**src/rtl/nbcac_21di_decoder_seq.sv**
```systemverilog
// Sequential NBCAC-21 decoder: folds LANES codeword bits per cycle into a weighted sum.
// Flags codewords whose sum exceeds the 21-bit range.
//
// state | meaning
// IDLE  | waiting for a codeword, in_ready high
// ACC   | accumulating LANES weighted bits per cycle
// DONE  | result presented until out_ready
module nbcac_21di_decoder_seq #(
    parameter int LANES = 1
) (
    input  logic        clk,
    input  logic        rst,
    input  logic        in_valid,
    output logic        in_ready,
    input  logic [29:0] in_code,
    output logic        out_valid,
    input  logic        out_ready,
    output logic [20:0] out_data,
    output logic        out_err,
    output logic        busy
);
    localparam int ROUNDS = 30 / LANES;

    generate
        if (!(LANES == 1 || LANES == 2 || LANES == 3 || LANES == 5 ||
              LANES == 6 || LANES == 10 || LANES == 15 || LANES == 30)) begin : g_bad_lanes
            $fatal(1, "nbcac_21di_decoder_seq: LANES must divide 30");
        end
    endgenerate

    typedef enum logic [1:0] {IDLE, ACC, DONE} state_t;

    state_t      r_state;
    state_t      w_state_nxt;
    logic [29:0] r_shift;
    logic [21:0] r_acc;
    logic [4:0]  r_round;
    logic [21:0] w_sum;
    logic        w_last;

    function automatic logic [21:0] weight(input int k);
        case (k)
            1:  return 22'd1;
            2:  return 22'd1028458;
            3:  return 22'd635622;
            4:  return 22'd392836;
            5:  return 22'd242786;
            6:  return 22'd150050;
            7:  return 22'd92736;
            8:  return 22'd57314;
            9:  return 22'd35422;
            10: return 22'd21892;
            11: return 22'd13530;
            12: return 22'd8362;
            13: return 22'd5168;
            14: return 22'd3194;
            15: return 22'd1974;
            16: return 22'd1220;
            17: return 22'd754;
            18: return 22'd466;
            19: return 22'd288;
            20: return 22'd178;
            21: return 22'd110;
            22: return 22'd68;
            23: return 22'd42;
            24: return 22'd26;
            25: return 22'd16;
            26: return 22'd10;
            27: return 22'd6;
            28: return 22'd4;
            29: return 22'd2;
            30: return 22'd2;
            default: return 22'd0;
        endcase
    endfunction

    // Bit j of the shift register currently holds d[round*LANES + j + 1].
    always_comb begin
        w_sum = '0;
        for (int j = 0; j < LANES; j++) begin
            if (r_shift[j]) begin
                w_sum = w_sum + weight(int'(r_round) * LANES + j + 1);
            end
        end
    end

    assign w_last = (r_round == 5'(ROUNDS - 1));

    always_ff @(posedge clk or posedge rst) begin
        if (rst) begin
            r_state <= IDLE;
        end else begin
            r_state <= w_state_nxt;
        end
    end

    always_comb begin
        w_state_nxt = r_state;
        case (r_state)
            IDLE:    if (in_valid) w_state_nxt = ACC;
            ACC:     if (w_last) w_state_nxt = DONE;
            DONE:    if (out_ready) w_state_nxt = IDLE;
            default: w_state_nxt = IDLE;
        endcase
    end

    always_ff @(posedge clk or posedge rst) begin
        if (rst) begin
            r_shift <= '0;
            r_acc   <= '0;
            r_round <= '0;
        end else if (r_state == IDLE && in_valid) begin
            r_shift <= in_code;
            r_acc   <= '0;
            r_round <= '0;
        end else if (r_state == ACC) begin
            r_shift <= r_shift >> LANES;
            r_acc   <= r_acc + w_sum;
            r_round <= r_round + 5'd1;
        end
    end

    assign in_ready  = (r_state == IDLE) && !rst;
    assign out_valid = (r_state == DONE);
    assign busy      = (r_state == ACC) || (r_state == DONE);
    assign out_data  = out_valid ? r_acc[20:0] : 21'd0;
    // Sum fits in 22 bits, so bit 21 alone marks a value above 2097151.
    assign out_err   = out_valid && r_acc[21];

endmodule

```
**config.mk**
```make
export PLATFORM = sky130hd
export DESIGN_NAME = nbcac_21di_decoder_seq
export DESIGN_NICKNAME = d
export VERILOG_FILES = /design/src/rtl/nbcac_21di_decoder_seq.sv
export SDC_FILE = /design/constraint.sdc
export NUM_CORES = 1
export LEC_CHECK = 0
export ABC_AREA = 1
export CAP_MARGIN = 40
export CORE_MARGIN = 2
export CORE_UTILIZATION = 40
export CTS_CLUSTER_DIAMETER = 30
export DETAILED_ROUTE_END_ITERATION = 6
export GPL_TIMING_DRIVEN = 0
export PLACE_DENSITY = 0.6
export SYNTH_ARGS = -nofsm -noshare
export SYNTH_HDL_FRONTEND = slang
export SYNTH_SLANG_ARGS = --single-unit
```
**constraint.sdc**
```tcl
create_clock -name clk -period 7.4 [get_ports clk]
set_input_delay 1.48 -clock clk [delete_from_list [all_inputs] [get_ports clk]]
set_output_delay 1.48 -clock clk [all_outputs]
set_load 0.005 [all_outputs]
```
# After elaboration in Yosys (flattened, before gate mapping)
# Memories as Yosys holds them, arrays and structs flattened.
# Index checks and enable logic that the tools add are counted.
[op_classes]
n_addsub = 3
eq_ne = 6
mux = 13
reduce_logical = 9
[op_table]
columns = ["op", "n"]
rows = [
  ["22-bit two-way mux", 4],
  ["30-bit two-way mux", 2],
  ["27-bit logical NOT", 1],
  ["22-bit adder", 1],
  ["21-bit two-way mux", 1],
  ["5-bit two-way mux", 2],
  ["5-bit by 1-bit adder with 6-bit output (second input constant)", 1],
  ["2-bit two-way mux", 3],
  ["2-bit case mux with 3 select lines", 1],
  ["5-bit by 1-bit adder with 5-bit output (second input constant)", 1],
  ["5-bit equality test (second input constant)", 1],
  ["2-bit inequality test (second input constant)", 2],
  ["1-bit logical AND", 3],
  ["3-bit AND reduction", 1],
  ["2-bit by 1-bit equality test with 1-bit output (second input constant)", 1],
  ["2-bit equality test (second input constant)", 1],
  ["2-bit logical NOT", 1],
  ["2-bit by 1-bit inequality test with 1-bit output (second input constant)", 1],
  ["2-bit nonzero test", 1],
  ["1-bit logical NOT", 1],
  ["1-bit logical OR", 1],
]
[word_totals]
ff_bits = 59
mem_bits_ro = 640
in_bits = 34
out_inout_bits = 25
n_memories = 1
[mem_list]
columns = ["memory", "words", "word_bits", "rd", "rd_ports_with_merged_regs", "write_ports", "line", "text"]
rows = [
  ["(no name shown)", 32, 20, 1, 0, 0, "42", "case (k)"],
]

# Longest topological paths before layout
# Gate-level depths: netlist of run 1.
[depth]
word_depth = 7
ltp_mapped = 23

# Worst setup path before layout of run 1
# OpenSTA, ideal clock, no wires.
[synth_path]
path_type = "register to register"
startpoint = "reg r_round[0]"
endpoint = "reg r_acc[16]"
setup_ps = 118
t_arrival_ps = 2993
setup_slack_ps = 4289
path_stages_with_launch = 22
path_buffers = 2
period_less_slack_ps = 3111
path_cell_list = "dfrtp_1 -> ha_1 -> inv_1 -> ha_1 -> buf_2 -> buf_2 -> nor2_1 -> nand2_1 -> nor2_1 -> ha_1 -> inv_1 -> fa_1 -> inv_1 -> nand3_1 -> nand3_1 -> nand2_1 -> nand2_1 -> nand3b_1 -> nand2_1 -> nand2_1 -> nand3_1 -> nand2_1"
[synth_between]
elab_chain_len = 7
word_cells_on_any_way = 8
classes_between = "add/sub (2); mux (4); reduce/logical (1); memory (1)"
[synth_rtl]
columns = ["item", "line", "text"]
rows = [
  ["from (decl)", "37", "logic [4:0] r_round;"],
  ["from (signal assigned)", "119", "r_round <= r_round + 5'd1;"],
  ["5-bit by 1-bit adder with 6-bit output (*)", "82", "w_sum = w_sum + weight(int'(r_round) * LANES + j + 1);"],
  ["memory read 32 x 20 bit or 27-bit logical NOT (tied branches)", "--", ""],
  ["22-bit two-way mux (*)", "42", ""],
  ["22-bit two-way mux (*)", "81", "if (r_shift[j]) begin"],
  ["22-bit adder (*)", "118", "r_acc <= r_acc + w_sum;"],
  ["22-bit two-way mux (*)", "116", "end else if (r_state == ACC) begin"],
  ["22-bit two-way mux (*)", "112", "end else if (r_state == IDLE && in_valid) begin"],
  ["to (signal assigned)", "118", ""],
  ["to (decl)", "36", "logic [21:0] r_acc;"],
]
# Every way passes the cells marked *; elsewhere a longest branch is shown, timed or not. The select of a mux whose other input is x is not followed.
# A chain may end at the register's enable or synchronous reset.

# Worst setup path after layout of run 1
[layout_path]
startpoint = "in rst"
endpoint = "out in_ready"
[layout_between]
elab_chain_len = 2
[layout_rtl]
columns = ["item", "line", "text"]
rows = [
  ["from (decl)", "12", "input logic rst,"],
  ["1-bit logical NOT", "123", "assign in_ready = (r_state == IDLE) && !rst;"],
  ["1-bit logical AND", "123", ""],
  ["to (decl)", "14", "output logic in_ready,"],
]
# No other way between the ends.

==> summary.txt, run 1 <==
Placed design
  – Routability cong.: 0.891
  – Placed instance area: 5530 um^2
  – Post-Place Worst Slack: 3.40 ns
  – Placed cells: 919
  – Hpwl dp: 11.4 mm
  – IO buf count: 58

Detailed routing
  – WL final: 14.5 mm
  – Highest routed layer: met4
  – Detailed Route Iter0 Violations: 360
  – DR pass1 iterations: 7
  – Routed wl met3: 712 um
  – Met1 WL: 6.66 mm
  – Vias per cell: 5.14
  – Avg WL per Cell: 15.5 um
  – Met2 WL: 6.82 mm
  – Final ANT Viol Nets: 0
  – Vias: 4810
  – Detailed-route DRC error count: 2

Clocking
  – Hold buffer count at CTS: 0
  – Clock Path Buffers: 2
  – TritonCTS Sinks: 59
  – CTS Buf Count: 9
  – Cts repair resizes: 0
  – Skew-Pair Late Insertion Delay: 0.34 ns
  – H-tree depth: 3
  – Worst-path clk slew: 0.06 ns
  – CTS tree: yes
  – Cell at the root of the clock tree: clkbuf_16
  – Setup bufs post-CTS: 0

GRT
  – Largest net degree at the start of global routing: 35
  – Vias in the first global route: 4640
  – Total congestion overflow: 0
  – Tot GR Track Use: 0.237
  – Initial antenna violation count: 0
  – First-pass GRT wire length: 23.8 mm

Layout
  – Layout cells sized above 1: 0.0606
  – Fillcell total: 1186
  – Commonest non-fill, non-tap cells in the layout: 245 x nand2_1, 118 x inv_1, 59 x dfrtp_1
  – Post-route design area: 5820 um^2
  – Syn-to-layout area delta: 22.4%
  – Post-Layout Cell Count: 935
  – ANT cells: 0
  – Nets@finish: 855
  – Post-Route Utilization: 0.505
  – Most common cell after layout, fill and taps aside: nand2_1

Floorplan
  – Row cnt: 39
  – Io pins: 59
  – Initial core utilization: 0.413
  – Height of the die: 113 um
  – Die W: 113 um
  – CORE AREA: 11500 um^2
  – Die Footprint: 12800 um^2

Setup path
  – Crit path DAT: 2.52 ns
  – Worst-path fanout max: 2
  – Critical Path End Type: primary output
  – Critical path type: primary input to primary output
  – Worst Setup Start Kind: primary input
  – Crit path cell chain: clkdlybuf4s50_1 -> nor2_1 -> clkdlybuf4s50_1
  – Largest stage delay on the critical path: 0.50 ns
  – CP max stage cell: clkdlybuf4s50_1
  – CP required: 5.92 ns
  – Critical Path Most Common Cell: clkdlybuf4s50_1

Logic synthesis
  – Area contributors post-synth: dfrtp_1 31%, nand2_1 19%, inv_1 9.4%
  – Post-Syn Instances: 717
  – Number of flops mapped to enable cells by yosys: 0
  – Top cell type's share of synthesized area: 0.311
  – Seq/Total Area, Yosys: 0.311
  – Area leader, netlist: dfrtp_1
  – Count of cell types in the netlist: 38
  – #FFs+latches synth: 59
  – Synth warnings: 0
  – Post-Syn Nets: 785
  – Mapped Area: 4750 um^2
  – Mean Syn Cell Area: 6.63 um^2
  – Commonest register cell after synthesis: dfrtp_1
  – Post-synth ARST share: 1.00

Timing
  – Setup tns final: 0 ns
  – Worst hold slack: 0.492 ns
  – Post-Route Skew: 0.00905 ns
  – Maximum clock rate: 250 MHz
  – Tcrit/Tclk final: 0.541
  – Final max-slew violation count: 0
  – Tmin final: 4.00 ns
  – Worst Setup Slack, final: 3.40 ns
  – RSZ-0062 raised after global routing: false
  – Setup-failing EPs final: 0
  – Final hold vios: 0
  – Slew headroom: 0.486
  – Worst-Margin Slew: 0.771 ns

Outcome
  – Failing checks: design-rule violations
  – Outcome: finished with violations

Worst hold path
  – Worst min-delay path class: flop to flop

Power and ir drop
  – Power per Cell Area: 354 nW/um^2
  – Pleak: 3.07 nW
  – Total power draw: 2.06 mW
  – Maximum vdd ir drop: 153 uV

Job
  – Max_cap viols: 0
## metal layers
layer,track usage,up-vias
met5,0,-
met4,0.0821,0
met1,0.321,2220
met2,0.393,146
li1,-,2421
met3,0.0284,23
## worst max-delay path: cells and delay by family
family	cells	cell delay, ns
buf+inv	2	0.93
simple gates	1	0.11
## cell usage after synthesis, types with 4 or more instances
cell type and n:
nand2_1 245, inv_1 119, dfrtp_1 59, nor2_1 57, a21oi_1 34, ha_1 33
nand3_1 31, o21ai_0 26, o221ai_1 15, o21ai_1 14, o211ai_1 11, buf_2 10
clkbuf_1 9, o22ai_1 9, nand3b_1 6, inv_2 5, o21bai_1 5, nor3_1 4
## sequential cells by signal (all words and copies together) (netlist names)
register,cells
r_acc,22
r_round,5
r_shift,30
r_state,2
## final timing paths
check	slack (ns)	cells past startpoint	start	end
min in group asynchronous	1.63	2	rst	r_shift[29]$_DFFE_PP0P_
max in group asynchronous	5.16	3	rst	r_round[4]$_DFFE_PP0P_
setup reg to reg	3.46	21	r_round[0]$_DFFE_PP0P_	r_acc[16]$_DFFE_PP0P_
hold reg to reg	0.49	2	r_shift[5]$_DFFE_PP0P_	r_shift[4]$_DFFE_PP0P_
hold / removal	0.49	2	r_shift[5]$_DFFE_PP0P_	r_shift[4]$_DFFE_PP0P_
setup / recovery	3.40	3	rst	in_ready
## final cells by class
| type | count | area (um^2) | share of cell area |
|---|---|---|---|
| multi-input cells | 512 | 2710 | 0.465 |
| flip-flops and latches | 59 | 1480 | 0.254 |
| clock inverters | 7 | 58.8 | 0.0101 |
| inverters | 126 | 475 | 0.0817 |
| clock buffers | 9 | 225 | 0.0387 |
| plain buffers | 20 | 95.1 | 0.0163 |
| repair buffers | 59 | 601 | 0.103 |
| well taps | 143 | 179 | 0.0308 |
## power breakdown
group	switching, mW	internal [mW]
combinational	0.743	0.385
clock	0.172	0.232
sequential	0.0767	0.449
## cells by family after synthesis
kind of cell | Yosys count | share of synthesized area
AND/OR/NAND/NOR | 355 | 0.309
buffers and inverters | 146 | 0.120
AO/OA/AOI/OAI | 120 | 0.156
flip-flops | 59 | 0.311
adder cells (fa/ha/maj) | 34 | 0.0911
XOR/XNOR | 3 | 0.0134
No activity file was read; power rests on OpenSTA's default activity.
==> run 2, diff against run 1 <==
clock period = 4.2 ns   (was 7.4 ns; I/O delays follow)
==> summary.txt, run 2 (synthesis results as in run 1) <==
Floorplan
  – Io pins: 59
  – Height of the die: 113 um
  – CORE AREA: 11500 um^2
  – Die W: 113 um
  – Initial core utilization: 0.413
  – Die Footprint: 12800 um^2
  – Row cnt: 39

Detailed routing
  – Avg WL per Cell: 15.4 um
  – Vias per cell: 5.13
  – Detailed Route Iter0 Violations: 371
  – Vias: 4795
  – WL final: 14.4 mm
  – Detailed-route DRC error count: 2
  – Final ANT Viol Nets: 0
  – DR pass1 iterations: 7

Setup path
  – Worst-path fanout max: 10
  – Critical Path Most Common Cell: nand2_1
  – Critical path type: flop to flop
  – R2R setup slack: 0.33 ns
  – CP max stage cell: dfrtp_1
  – Crit path DAT: 4.09 ns
  – CP required: 4.42 ns
  – Crit path cell chain: ha_2 -> inv_1 -> ha_1 -> buf_2 -> buf_2 -> nor2_1 -> nand2_1 -> nor2_1 -> ha_1 -> inv_1 -> fa_1 -> inv_1 -> nand3_1 -> nand3_1 -> nand2_1 -> nand2_1 -> nand3b_1 -> nand2_1 -> nand2_1 -> nand3_1 -> nand2_1
  – Largest stage delay on the critical path: 0.51 ns
  – Buffer and inverter count on the worst path: 5
  – Worst Setup Start Kind: flop
  – Top delay family on crit path: simple AND/OR/NAND/NOR gates
  – Critical Path End Type: flop

Timing
  – Final hold vios: 0
  – Final max-slew violation count: 0
  – Worst hold slack: 0.492 ns
  – Tmin final: 3.87 ns
  – Post-Route Skew: 0.00931 ns
  – Worst-Margin Slew: 0.770 ns
  – Setup-failing EPs final: 0
  – Setup tns final: 0 ns
  – RSZ-0062 raised after global routing: false
  – Tcrit/Tclk final: 0.921
  – Slew headroom: 0.486
  – Maximum clock rate: 259 MHz

Clocking
  – H-tree depth: 3
  – Cell at the root of the clock tree: clkbuf_16
  – Skew-Pair Late Insertion Delay: 0.34 ns
  – Worst-path clk slew: 0.06 ns
  – CTS Buf Count: 9
  – Hold buffer count at CTS: 0
  – Clock Path Buffers: 2
  – TritonCTS Sinks: 59
  – CTS tree: yes

Layout
  – Most flops, register: r_shift
  – Commonest non-fill, non-tap cells in the layout: 245 x nand2_1, 118 x inv_1, 58 x clkdlybuf4s50_1, 58 x dfrtp_1, 57 x nor2_1
  – Nets@finish: 855
  – Post-route design area: 5820 um^2
  – Post-Route Utilization: 0.506
  – Top flop regs: r_shift x30, r_acc x22, r_round x5
  – Layout cells sized above 1: 0.0631
  – Most common cell after layout, fill and taps aside: nand2_1
  – Max reg flops: 30
  – Syn-to-layout area delta: 22.4%
  – ANT cells: 0
  – Post-Layout Cell Count: 935

Placed design
  – Placed cells: 919
  – Placed instance area: 5530 um^2
  – Hpwl dp: 11.4 mm
  – IO buf count: 58
  – Routability cong.: 0.891

GRT
  – Top Usage Layer GRT: met2
  – First-pass GRT wire length: 23.8 mm
  – GR Util met3: 0.0284
  – Largest net degree at the start of global routing: 35
  – Initial antenna violation count: 0
  – Total congestion overflow: 0
  – Tot GR Track Use: 0.237
  – GR Util met2: 0.393
  – GR Util met1: 0.321
  – Vias in the first global route: 4640

Job
  – Max_cap viols: 0

Outcome
  – Outcome: finished with violations
  – Failing checks: design-rule violations

Power and ir drop
  – Power per Cell Area: 622 nW/um^2
  – Pleak: 3.07 nW
  – Maximum vdd ir drop: 270 uV

Worst hold path
  – Worst min-delay path class: flop to flop
==> run 2: cell type report <==
type,instances,area (um^2)
Timing Repair Buffer,59,601
Sequential cell,59,1480
Clock buffer,9,225
Buffer,20,95.1
Fill cell,1185,5690
Inverter,126,475
Tap cell,143,179
Clock inverter,7,58.8
Multi-Input combinational cell,512,2710
==> run 2: per-stage QoR <==
step	total power, mW	worst slack [ns]
4_1_cts	3.62	0.305
2_1_floorplan	2.28	1.09
5_1_grt	3.94	0.0325
3_3_place_gp	2.87	0.358
3_5_place_dp	2.90	0.327
6_report	3.62	0.332
==> run 2: path summary, 6_finish.rpt <==
kind,startpoint,endpoint,depth (start not counted)
max in group asynchronous,rst,r_round[0]$_DFFE_PP0P_,3
min,r_shift[5]$_DFFE_PP0P_,r_shift[4]$_DFFE_PP0P_,2
min in group asynchronous,rst,r_shift[29]$_DFFE_PP0P_,2
max,r_round[1]$_DFFE_PP0P_,r_acc[16]$_DFFE_PP0P_,21
max reg2reg,r_round[1]$_DFFE_PP0P_,r_acc[16]$_DFFE_PP0P_,21
min reg2reg,r_shift[5]$_DFFE_PP0P_,r_shift[4]$_DFFE_PP0P_,2
==> run 2: repair_timing <==
| action | 4_1_cts | 5_1_grt |
|---|---|---|
| gates resized for setup | 0 | 2 |
| endpoints found under the setup margin | 0 | 3 |
| setup buffers | 0 | 0 |
==> run 2: routing by layer <==
layer / routed length (um) / vias up
met5: 0 / -
met4: 254 / 0
met3: 695 / 21
met2: 6800 / 147
met1: 6650 / 2203
li1: - / 2424
==> run 2: report_power, final <==
part	leakage [nW]	switching [mW]	internal, mW
clock	0.138	0.303	0.408
combinational	2.16	1.30	0.678
sequential	0.769	0.135	0.792
==> run 2: worst min-delay path: cells and delay by family, from the launching register on <==
family | cells | cell delay, ns
flops | 1 | 0.34
simple gates | 2 | 0.11
